[src/rtl/cook_pkg.sv]
// Shared definitions for the cook sequencer: state encoding, timing constants
// and keypad decode helpers.
package cook_pkg;

  typedef enum logic [2:0] {
    IDLE  = 3'd0,
    SET   = 3'd1,
    COOK  = 3'd2,
    PAUSE = 3'd3,
    DONE  = 3'd4
  } state_e;

  // clk cycles per cooking second (100 Hz clock)
  localparam int unsigned TICK_DIV     = 100;
  // length of the end-of-cook beep in clk cycles
  localparam int unsigned BEEP_CYCLES  = 300;
  // power-level duty window in cooking seconds
  localparam int unsigned POWER_WINDOW = 10;

  // True when exactly one digit key is pressed.
  function automatic logic key_is_onehot(input logic [9:0] k);
    return (k != 10'd0) && ((k & (k - 10'd1)) == 10'd0);
  endfunction

  // Digit value of a one-hot key pattern.
  function automatic logic [3:0] key_digit(input logic [9:0] k);
    logic [3:0] d;
    d = 4'd0;
    for (int i = 0; i < 10; i++) begin
      if (k[i]) d = 4'(i);
    end
    return d;
  endfunction

endpackage

[src/rtl/bcd_timer.sv]
// Three-digit BCD remaining-time register (M:SS). Supports clear, keypad
// shift-in and a one-second decrement with tens/minutes borrow.
module bcd_timer (
  input  logic       clk,
  input  logic       clear,
  input  logic       clr_i,
  input  logic       load_i,
  input  logic [3:0] digit_i,
  input  logic       dec_i,
  output logic [3:0] minutes,
  output logic [3:0] sec_tens,
  output logic [3:0] sec_ones,
  output logic       zero,
  output logic       last
);

  logic [3:0] min_q, min_d;
  logic [3:0] tens_q, tens_d;
  logic [3:0] ones_q, ones_d;

  assign zero = (min_q == 4'd0) && (tens_q == 4'd0) && (ones_q == 4'd0);
  assign last = (min_q == 4'd0) && (tens_q == 4'd0) && (ones_q == 4'd1);

  // Next time value: clear, shift a digit in from the right, or count down.
  always_comb begin
    // NOTE: every output gets a default first so no path leaves it unassigned (no latch).
    min_d  = min_q;
    tens_d = tens_q;
    ones_d = ones_q;
    if (clr_i) begin
      min_d  = 4'd0;
      tens_d = 4'd0;
      ones_d = 4'd0;
    end else if (load_i) begin
      // old minutes digit falls off the left; minutes never exceeds 9
      min_d  = (tens_q > 4'd9) ? 4'd9 : tens_q;
      tens_d = ones_q;
      ones_d = digit_i;
    end else if (dec_i && !zero) begin
      if (ones_q != 4'd0) begin
        ones_d = ones_q - 4'd1;
      end else begin
        ones_d = 4'd9;
        if (tens_q != 4'd0) begin
          // tens entered above 5 simply count down
          tens_d = tens_q - 4'd1;
        end else begin
          tens_d = 4'd5;
          min_d  = min_q - 4'd1;
        end
      end
    end
  end

  // Time register with asynchronous clear.
  always_ff @(posedge clk or posedge clear) begin
    // NOTE: state is updated with non-blocking assignments so all flops sample together.
    if (clear) begin
      min_q  <= 4'd0;
      tens_q <= 4'd0;
      ones_q <= 4'd0;
    end else begin
      min_q  <= min_d;
      tens_q <= tens_d;
      ones_q <= ones_d;
    end
  end

  assign minutes  = min_q;
  assign sec_tens = tens_q;
  assign sec_ones = ones_q;

endmodule

[src/rtl/cook_sequencer.sv]
// Microwave cook sequencer: keypad time entry, start/stop/door control,
// 1 s countdown, pause and end-of-cook beep.
// Optional feature: COOK_SEQUENCER_POWER_LEVEL_EN adds a power[3:0] input that
// duty-cycles mag_on within each POWER_WINDOW-second slice of cooking time.
module cook_sequencer
  import cook_pkg::*;
(
  input  logic       clk,
  input  logic       clear,
  input  logic [9:0] keypad,
  input  logic       startn,
  input  logic       stopn,
  input  logic       door_closed,
`ifdef COOK_SEQUENCER_POWER_LEVEL_EN
  input  logic [3:0] power,
`endif
  output logic [3:0] minutes,
  output logic [3:0] sec_tens,
  output logic [3:0] sec_ones,
  output logic       mag_on,
  output logic       done_beep,
  output logic [2:0] state
);

  state_e     state_q, state_d;
  logic [9:0] key_prev_q;
  logic       startn_prev_q, stopn_prev_q;
  logic [6:0] presc_q, presc_d;
  logic [8:0] beep_q, beep_d;

  logic key_ok, start_edge, stop_edge, tick;
  logic t_clr, t_load, t_dec, t_zero, t_last;

  // a key counts only when coming from all-released to a single key
  assign key_ok     = (key_prev_q == 10'd0) && key_is_onehot(keypad);
  assign start_edge = startn_prev_q & ~startn;
  assign stop_edge  = stopn_prev_q & ~stopn;
  assign tick       = (presc_q == 7'(TICK_DIV - 1));

  bcd_timer u_timer (
    .clk      (clk),
    .clear    (clear),
    .clr_i    (t_clr),
    .load_i   (t_load),
    .digit_i  (key_digit(keypad)),
    .dec_i    (t_dec),
    .minutes  (minutes),
    .sec_tens (sec_tens),
    .sec_ones (sec_ones),
    .zero     (t_zero),
    .last     (t_last)
  );

  // Next-state and timer commands; stop always takes priority over start.
  always_comb begin
    state_d = state_q;
    t_clr   = 1'b0;
    t_load  = 1'b0;
    t_dec   = 1'b0;
    case (state_q)
      IDLE: begin
        if (key_ok) begin
          t_load  = 1'b1;
          state_d = SET;
        end
      end
      SET: begin
        if (stop_edge) begin
          t_clr   = 1'b1;
          state_d = IDLE;
        end else if (key_ok) begin
          t_load = 1'b1;
        end else if (start_edge && door_closed && !t_zero) begin
          state_d = COOK;
        end
      end
      COOK: begin
        if (stop_edge || !door_closed) begin
          state_d = PAUSE;
        end else if (tick) begin
          t_dec = 1'b1;
          if (t_last) state_d = DONE;
        end
      end
      PAUSE: begin
        if (stop_edge) begin
          t_clr   = 1'b1;
          state_d = IDLE;
        end else if (start_edge && door_closed) begin
          state_d = COOK;
        end
      end
      DONE: begin
        if (stop_edge || key_ok || (beep_q == 9'(BEEP_CYCLES - 1))) begin
          state_d = IDLE;
        end
      end
      default: state_d = IDLE;
    endcase
  end

  // Prescaler runs only while staying in COOK, so every COOK entry starts at 0;
  // beep counter likewise runs only while staying in DONE.
  always_comb begin
    presc_d = 7'd0;
    beep_d  = 9'd0;
    if (state_q == COOK && state_d == COOK && !tick) presc_d = presc_q + 7'd1;
    if (state_q == DONE && state_d == DONE)          beep_d  = beep_q + 9'd1;
  end

  // State, edge-detect history and counters.
  always_ff @(posedge clk or posedge clear) begin
    if (clear) begin
      state_q       <= IDLE;
      key_prev_q    <= 10'd0;
      startn_prev_q <= 1'b0;
      stopn_prev_q  <= 1'b0;
      presc_q       <= 7'd0;
      beep_q        <= 9'd0;
    end else begin
      state_q       <= state_d;
      key_prev_q    <= keypad;
      startn_prev_q <= startn;
      stopn_prev_q  <= stopn;
      presc_q       <= presc_d;
      beep_q        <= beep_d;
    end
  end

`ifdef COOK_SEQUENCER_POWER_LEVEL_EN
  logic [3:0] win_q, win_d;
  logic [3:0] power_eff;

  assign power_eff = ((power == 4'd0) || (power > 4'd10)) ? 4'd10 : power;

  // Cooking-second position inside the current power window; held in PAUSE.
  always_comb begin
    win_d = win_q;
    if (state_q == COOK && t_dec) begin
      win_d = (win_q == 4'(POWER_WINDOW - 1)) ? 4'd0 : win_q + 4'd1;
    end else if (state_q != COOK && state_q != PAUSE) begin
      win_d = 4'd0;
    end
  end

  // Power window register.
  always_ff @(posedge clk or posedge clear) begin
    if (clear) win_q <= 4'd0;
    else       win_q <= win_d;
  end

  assign mag_on = (state_q == COOK) && door_closed && (win_q < power_eff);
`else
  // Door is sampled combinationally so opening it cuts the magnetron at once.
  assign mag_on = (state_q == COOK) && door_closed;
`endif

  assign done_beep = (state_q == DONE);
  assign state     = state_q;

endmodule

[config.mk]
export PLATFORM = sky130hd
export DESIGN_NAME = cook_sequencer
export DESIGN_NICKNAME = d
export VERILOG_FILES = /design/src/rtl/cook_pkg.sv /design/src/rtl/bcd_timer.sv /design/src/rtl/cook_sequencer.sv
export SDC_FILE = /design/constraint.sdc
export NUM_CORES = 1
export LEC_CHECK = 0
export CAP_MARGIN = 40
export CORE_MARGIN = 2
export CORE_UTILIZATION = 49
export DETAILED_ROUTE_END_ITERATION = 8
export GPL_TIMING_DRIVEN = 0
export PLACE_DENSITY = 0.76
export SLEW_MARGIN = 20
export SYNTH_ARGS = -nofsm -noshare
export SYNTH_HDL_FRONTEND = slang
export SYNTH_SLANG_ARGS = --single-unit
[constraint.sdc]
create_clock -name clk -period 2.8 [get_ports clk]
set_clock_uncertainty 0.15 [all_clocks]
set_input_delay 0.42 -clock clk [delete_from_list [all_inputs] [get_ports clk]]
set_output_delay 0.42 -clock clk [all_outputs]
set_load 0.005 [all_outputs]
# Word level (Yosys, flattened, before mapping)
# Index checks and enable logic that the tools add are counted.
[word_totals]
elab_cells = 108
register_bits = 43
output_inout_bits = 17
[classes]
order_cmp = 1
eq_ne = 11
reduce_logical = 31
n_addsub = 6
mux = 45
n_bitwise = 5
[op_table]
columns = ["op", "n"]
rows = [
  ["$mux 4", 23],
  ["$mux 3", 10],
  ["$logic_not 10->1", 2],
  ["$pmux 3 s5", 1],
  ["$logic_and 1x1->1", 12],
  ["$logic_not 4->1", 3],
  ["$sub 4x1->4 const B", 3],
  ["$and 10x10->10", 1],
  ["$reduce_bool 10->1", 1],
  ["$sub 10x1->10 const B", 1],
  ["$add 9x1->9 const B", 1],
  ["$eq 3x2->1 const B", 3],
  ["$eq 9x9->1 const B", 1],
  ["$mux 9", 1],
  ["$mux 1", 8],
  ["$reduce_bool 4->1", 2],
  ["$add 7x1->7 const B", 1],
  ["$eq 7x7->1 const B", 1],
  ["$mux 7", 1],
  ["$eq 3x3->1 const B", 2],
  ["$ne 3x3->1 const B", 2],
  ["$eq 4x1->1 const B", 1],
  ["$gt 4x4->1 const B", 1],
  ["$eq 3x1->1 const B", 1],
  ["other kinds (10)", 16],
]

# Longest topological paths before layout
# Gate-level depths: netlist (run 1).
[depth]
word_depth = 13
depth_mapped = 9
depth_no_buf = 8

# By module
# Synthesis (run 1) repeated with hierarchy kept, for this count alone.
[unflattened]
cells_unflattened = 239
hier_area_um2 = 2304.7
[modules_own_cells]
columns = ["mod", "instances", "area_per_inst_um2", "cells_each"]
rows = [
  ["cook_sequencer", 1, 1462.7, 145],
  ["bcd_timer", 1, 842.1, 94],
]

# Worst setup path before layout (run 1)
# Ideal clock, no wire load.
[synth_path]
path_type = "register -> register"
from = "reg presc_q[2]"
to = "reg u_timer.tens_q[1], in the netlist u_timer.sec_tens[1]"
n_path_buf = 2
setup_ns = 0.094
slack_ns = 0.107
arrival_time_ns = 2.449
stages_incl_launch_ff = 9
cell_sequence = "dfrtp_1 -> or4b_1 -> or2_1 -> buf_6 -> or3_1 -> buf_2 -> or4_4 -> mux2i_1 -> a211oi_1"
[synth_via]
elab_chain_cells = 7
[synth_rtl]
columns = ["item", "line", "text"]
rows = [
  ["from (decl)", "cook_sequencer.sv:28", "logic [6:0] presc_q, presc_d;"],
  ["from (signal assigned)", "cook_sequencer.sv:125", "presc_q <= presc_d;"],
  ["$eq 7x7->1", "cook_sequencer.sv:38", "assign tick = (presc_q == 7'(TICK_DIV - 1));"],
  ["$mux 1", "cook_sequencer.sv:80", "end else if (tick) begin"],
  ["$mux 1", "cook_sequencer.sv:78", "if (stop_edge || !door_closed) begin"],
  ["$mux 1", "cook_sequencer.sv:60", "case (state_q)"],
  ["$logic_and 1x1->1", "bcd_timer.sv:39", "end else if (dec_i && !zero) begin"],
  ["$reduce_bool 3->1 (no line)", "--", ""],
  ["$reduce_and 2->1 (no line)", "--", ""],
  ["to (signal assigned)", "bcd_timer.sv:64", "tens_q <= tens_d;"],
  ["to (decl)", "bcd_timer.sv:18", "logic [3:0] tens_q, tens_d;"],
]
# Every way passes these cells.
# A chain may end at the register's enable or synchronous reset.

# Worst setup path in the final report (run 1)
[layout_path]
from = "reg presc_q[3]"
to = "reg u_timer.tens_q[1], in the netlist u_timer.sec_tens[1]"
# Same word-level chain as after synthesis.

==> impl_metrics.env, run 1 <==
export IMPL_clock_path_buffers=2
export IMPL_die_area_um2=5190
export IMPL_grt_overflow=0
export IMPL_die_w_um=72.1
export IMPL_syn_area_per_cell_um2=9.38
export IMPL_die_h_um=72.1
export IMPL_syn_area_um2=2270
export IMPL_layout_nets=306
export IMPL_critical_path_class="flop to flop"
export IMPL_cts_sinks=43
export IMPL_clkTransAtPathRegs_ns=0.09
export IMPL_yosysUniqueCellTypes=49
export IMPL_rows=24
export IMPL_max_slew_margin_rel_pct=52.5
export IMPL_switching_share_pct=25.8
export IMPL_end_kind="flop"
export IMPL_coreArea_um2=4410
export IMPL_port_buffers=31
export IMPL_grt_start_max_net_pins=35
export IMPL_final_area_um2=2900
export IMPL_yosysSeqAreaShare_pct=47.4
export IMPL_clkPwrFrac_pct=34.9
export IMPL_worst_slack_ns=0.0679
export IMPL_yosysMostFrequentCell="dfrtp_1"
export IMPL_synth_warnings=0
export IMPL_synth_top_family_by_area="simple AND/OR/NAND/NOR gates"
export IMPL_synth_seq_cells=43
export IMPL_worstHoldPathType="input pin to async pin"
export IMPL_synth_edf_count=0
export IMPL_startpoint_type="flop"
export IMPL_setup_viol=0
export IMPL_routedWlPerCell_um=13.5
export IMPL_dp_slack_ns=-0.533
export IMPL_insertion_delay_ns=0.30
export IMPL_power_share_combinational_pct=16.2
export IMPL_max_freq_mhz=366
export IMPL_p_leak_nw=1.19
export IMPL_synth_ff_type="dfrtp_1"
export IMPL_grtUsageTotal_pct=19.5
export IMPL_intPower_mw=1.02
export IMPL_antenna_found_initial=0
export IMPL_hold_violations=0
export IMPL_area_growth_pct=27.5
export IMPL_critPathArrivalTime_ns=2.79
export IMPL_via_per_inst=5.62
export IMPL_max_cap_violations=0
export IMPL_drc=0
export IMPL_drive_above_1_share_pct=13.5
export IMPL_synth_top_area_share_pct=47.4
export IMPL_dp_hpwl_mm=3.21
export IMPL_min_period_ns=2.73
export IMPL_grt_pass1_wl_mm=7.89
export IMPL_synth_area_top_cells="dfrtp_1, nor2_1, nand3_1, xnor2_1, nand2_1"
export IMPL_finish_utilization_pct=65.6
export IMPL_power_density_nw_per_um2=473
export IMPL_antennaDiodeCount=0
export IMPL_placed_area_um2=2670
export IMPL_yosys_area_share_simple_pct=27.9
export IMPL_holdBufCountCts=0
export IMPL_cp_max_fo=7
export IMPL_synth_area_leader_cell="dfrtp_1"
export IMPL_synth_xor_area_share_pct=5.79
export IMPL_async_flop_share_pct=100
export IMPL_critical_path_required_ns=2.85
export IMPL_synth_compound_area_share_pct=13.5
export IMPL_wl_mm=4.60
export IMPL_syn_inst=242
export IMPL_grt_pass1_vias=1772
export IMPL_synth_nets=260
export IMPL_cts_buffers=5
export IMPL_vias=1915
export IMPL_cts_root_buf="clkbuf_8"
export IMPL_synth_mux_area_share_pct=0.882
export IMPL_start_util_pct=51.4
export IMPL_gp_congestion=0.844
export IMPL_ir_worst_vdd_v=0.000321
export IMPL_cts_tree="done"
export IMPL_synth_common_cells="dfrtp_1, nor2_1, nand2_1, nand3_1, inv_1"
export IMPL_final_max_slew_viol_count=0
export IMPL_dr_pass1_iters=4
export IMPL_htreeDepth=2
export IMPL_status="finished clean"
export IMPL_ant_nets=0
export IMPL_p_seq_share_pct=48.9
export IMPL_rsz0062_at_grt="yes"
export IMPL_post_route_period_util_pct=97.6
export IMPL_detail_route_iter0_violations=110
export IMPL_pin_count=32
export IMPL_worst_slew_pin_slew_ns=0.709
export IMPL_synth_adder_area_share_pct=1.65
export IMPL_p_sw_mw=0.353
## final timing paths
| path | startpoint | to | slack (ns) | depth (start not counted) |
|---|---|---|---|---|
| max | presc_q[3]$_DFF_PP0_ | u_timer.sec_tens[1]$_DFFE_PP0P_ | 0.07 | 8 |
| min | clear | u_timer.sec_ones[2]$_DFFE_PP0P_ | 0.20 | 2 |
| max reg2reg | presc_q[3]$_DFF_PP0_ | u_timer.sec_tens[1]$_DFFE_PP0P_ | 0.07 | 8 |
| min reg2reg | beep_q[0]$_DFF_PP0_ | beep_q[0]$_DFF_PP0_ | 0.34 | 1 |
| max in group asynchronous | clear | u_timer.sec_tens[1]$_DFFE_PP0P_ | 1.84 | 3 |
| min in group clk | keypad[3] | key_prev_q[3]$_DFF_PP0_ | 0.21 | 1 |
## placed cells by master (no fill, tap or decap), types with 2 or more instances in the layout
| cell | count |
|---|---|
| dfrtp_2 | 2 |
| a211oi_1 | 6 |
| buf_6 | 2 |
| nand3b_1 | 3 |
| or4_4 | 2 |
| nor2_1 | 36 |
| nor3_1 | 9 |
| mux2i_1 | 2 |
| dfrtp_1 | 41 |
| nor3b_1 | 2 |
| o211ai_1 | 3 |
| clkdlybuf4s50_1 | 27 |
| o21ai_0 | 8 |
| or4b_4 | 2 |
| inv_1 | 9 |
| nor4_1 | 7 |
| clkbuf_8 | 5 |
| nand2_1 | 18 |
| o31ai_1 | 3 |
| nand3_1 | 14 |
| or2_2 | 2 |
| nand2b_1 | 5 |
| xnor2_1 | 8 |
| o21a_1 | 3 |
| buf_4 | 8 |
| ha_1 | 3 |
| a21oi_1 | 8 |
| or4_1 | 4 |
| dlygate4sd2_1 | 3 |
| or3_1 | 3 |
| xor2_1 | 7 |
## per-layer routing
metal | vias to the layer above | track usage, % | routed length (µm)
met5 | - | 0 | 0
met4 | 0 | 6.92 | 79
met3 | 8 | 4.31 | 179
met2 | 37 | 30.7 | 2150
met1 | 910 | 26.7 | 2190
li1 | 960 | - | -
## through the flow
stage                     total power, mW  std cells  hold slack [ns]  setup TNS, ns
after floorplan                     0.795        242            0.301              0
after global placement              0.890        325            0.325         -10.12
after detailed placement            0.897        326            0.333         -10.72
after CTS                            1.38        338            0.207              0
after global routing                 1.43        341            0.198        -0.0788
final                                1.37        341            0.202              0
## critical path: stages, from the launching register on
cell,delay (ns)
dfrtp_1,0.39
or4b_1,0.52
or2_1,0.25
buf_6,0.12
or3_4,0.32
buf_6,0.14
or4_4,0.42
mux2i_1,0.13
a211oi_1,0.19
## power by group through the flow
stage	registers [mW]	clock network (mW)	logic (mW)
2_1_floorplan	0.680	0	0.115
3_3_place_gp	0.683	0	0.207
3_5_place_dp	0.684	0	0.213
4_1_cts	0.672	0.487	0.218
5_1_grt	0.677	0.511	0.245
6_report	0.671	0.478	0.222
## final cells by class
| cell class | instances | area, µm² |
|---|---|---|
| multi-input combinational | 184 | 1180 |
| inverter | 10 | 37.5 |
| clock inverter | 3 | 43.8 |
| fill | 376 | 1520 |
| tap | 52 | 65.1 |
| clock buffer | 5 | 68.8 |
| timing repair buffer | 39 | 382 |
| sequential | 43 | 1080 |
| buffer | 5 | 37.5 |
## timing repair
action                     4_1_cts  5_1_grt
pin swaps                        4        5
resized for setup               12        9
setup buffers                    4        3
gates cloned                     0        0
setup endpoints to repair       22       11
## cell families (layout without fill, tap and decap cells)
family / Yosys count / in the layout
multiplexers: 2 / 2
AO/OA/AOI/OAI: 45 / 45
AND/OR/NAND/NOR: 119 / 119
flip-flops: 43 / 43
XOR/XNOR: 15 / 15
buffers and inverters: 15 / 62
adder cells (fa/ha/maj): 3 / 3
## sequential cells by signal, summed over array words and instances, names as in the netlist
register / flops
stopn_prev_q: 1
state: 3
u_timer.sec_ones: 4
presc_q: 7
startn_prev_q: 1
u_timer.sec_tens: 4
key_prev_q: 10
u_timer.minutes: 4
beep_q: 9
(Power assumes the default switching activity.)
==> inputs of run 2 (changes only) <==
==> constraint.sdc (replaced) <==
create_clock -name clk -period 2.8 [get_ports clk]
set_clock_uncertainty 0.15 [all_clocks]
set_input_delay 0.42 -clock clk [delete_from_list [all_inputs] [get_ports clk]]
set_output_delay 0.42 -clock clk [all_outputs]
set_load 0.05 [all_outputs]
==> impl_metrics.env, run 2 (synthesized netlist as in run 1, its figures left out) <==
export IMPL_worstHoldPathType="input pin to async pin"
export IMPL_grtUsageTotal_pct=20.4
export IMPL_clkTransAtPathRegs_ns=0.08
export IMPL_port_buffers=31
export IMPL_finish_utilization_pct=65.5
export IMPL_htreeDepth=2
export IMPL_grt_pass1_wl_mm=8.27
export IMPL_regMostFlops="key_prev_q"
export IMPL_grt_start_max_net_pins=34
export IMPL_top_regs="key_prev_q x10, beep_q x9, presc_q x7"
export IMPL_wl_met1_mm=2.27
export IMPL_area_growth_pct=27.3
export IMPL_cts_root_buf="clkbuf_8"
export IMPL_clock_path_buffers=2
export IMPL_rsz0062_at_grt="yes"
export IMPL_ant_nets=0
export IMPL_pin_count=32
export IMPL_worst_slack_ns=0.0524
export IMPL_drc=0
export IMPL_max_cap_violations=0
export IMPL_final_max_slew_viol_count=0
export IMPL_critical_path_required_ns=2.85
export IMPL_setup_viol=0
export IMPL_max_slew_margin_rel_pct=51.7
export IMPL_grt_overflow=0
export IMPL_via_per_inst=5.74
export IMPL_largest_reg_flops=10
export IMPL_status="finished clean"
export IMPL_insertion_delay_ns=0.30
export IMPL_cp_max_fo=7
export IMPL_dr_pass1_iters=4
export IMPL_ir_worst_vdd_v=0.000367
export IMPL_cts_sinks=43
export IMPL_post_route_period_util_pct=98.1
export IMPL_dp_slack_ns=-0.513
export IMPL_grt_pass1_vias=1794
export IMPL_power_density_nw_per_um2=498
export IMPL_wl_mm=4.83
export IMPL_routed_wl_met3_um=223
export IMPL_worst_slew_pin_slew_ns=0.721
export IMPL_coreArea_um2=4410
export IMPL_max_freq_mhz=364
export IMPL_die_h_um=72.1
export IMPL_cp_startpoint="presc_q[2]$_DFF_PP0_"
export IMPL_antenna_found_initial=0
export IMPL_gp_congestion=0.846
export IMPL_dp_hpwl_mm=3.30
export IMPL_startpoint_type="flop"
export IMPL_cts_tree="done"
export IMPL_cts_buffers=5
export IMPL_critPathArrivalTime_ns=2.80
export IMPL_wl_met2_mm=2.27
export IMPL_rows=24
export IMPL_drive_above_1_share_pct=13.2
export IMPL_antennaDiodeCount=0
export IMPL_routedWlPerCell_um=14.2
export IMPL_layout_commonest_cell="dfrtp_1"
export IMPL_die_w_um=72.1
export IMPL_detail_route_iter0_violations=97
export IMPL_min_period_ns=2.75
export IMPL_critical_path_class="flop to flop"
export IMPL_hold_violations=0
export IMPL_r2r_start="presc_q[2]$_DFF_PP0_"
export IMPL_layout_nets=304
export IMPL_fill_cells=390
export IMPL_topRoutingLayerUsed="met4"
export IMPL_vias=1946
export IMPL_start_util_pct=51.4
export IMPL_layout_common_cells="dfrtp_1, nor2_1, clkdlybuf4s50_1"
export IMPL_die_area_um2=5190
export IMPL_end_kind="flop"
export IMPL_p_leak_nw=1.17
## run 2: changes by cell type in the layout (fill, tap and decap cells not counted), sizes merged
cell / before / now
a21boi: 2 / 3
buf: 12 / 9
## run 2: path summary, 6_finish.rpt
kind	end	slack, ns	cells past startpoint
min in group clk	key_prev_q[3]$_DFF_PP0_	0.21	1
max in group asynchronous	u_timer.sec_tens[1]$_DFFE_PP0P_	1.83	3
hold reg to reg	presc_q[0]$_DFF_PP0_	0.34	1
hold / removal	key_prev_q[6]$_DFF_PP0_	0.21	2
setup / recovery	u_timer.sec_tens[1]$_DFFE_PP0P_	0.05	8
setup reg to reg	u_timer.sec_tens[1]$_DFFE_PP0P_	0.05	8
## run 2: area by class of cell
class                           instances  area [µm²]  area share (%)
Multi-Input combinational cell        185        1200            41.6
Clock buffer                            5        68.8            2.38
Clock inverter                          3        43.8            1.52
Inverter                               10        37.5            1.30
Timing Repair Buffer                   36         359            12.4
Sequential cell                        43        1080            37.4
Tap cell                               52        65.1            2.25
Buffer                                  5        33.8            1.17
## run 2: critical path, stage by stage, from the launching register on
cell and delay, ns:
dfrtp_1 0.40, or4b_1 0.52, or2_1 0.23, buf_6 0.14
or3_1 0.30, buf_4 0.16, or4_4 0.41, mux2i_1 0.13
a211oi_1 0.20
## run 2: what timing repair did
item                                    4_1_cts  5_1_grt
pin swaps                                     3        3
buffers inserted                              3        1
gates cloned                                  1        0
hold buffers                                  0        0
resized for setup                            12        7
endpoints found under the setup margin       22       19
## run 2: power breakdown
group / switching [mW] / internal [mW] / leakage [nW] / total [mW]
Sequential: 0.0269 / 0.647 / 0.567 / 0.674
Clock: 0.212 / 0.265 / 0.0581 / 0.478
Combinational: 0.180 / 0.107 / 0.546 / 0.287
## run 2: per-stage QoR
| stage | power (mW) | TNS [ns] | std cells | instance area (µm²) | hold slack [ns] |
|---|---|---|---|---|---|
| 2_1_floorplan | 0.858 | -0.0110 | 242 | 2280 | 0.301 |
| 3_3_place_gp | 0.954 | -9.88 | 325 | 2650 | 0.326 |
| 3_5_place_dp | 0.962 | -10.42 | 326 | 2670 | 0.337 |
| 4_1_cts | 1.44 | 0 | 338 | 2860 | 0.208 |
| 5_1_grt | 1.51 | -0.0521 | 339 | 2890 | 0.195 |
| 6_report | 1.44 | 0 | 339 | 2890 | 0.211 |
## run 2: routing by layer
metal	vias up	track usage, %
met5	-	0
met4	0	6.92
met3	7	4.17
met2	54	32.2
met1	933	28.1
li1	952	-
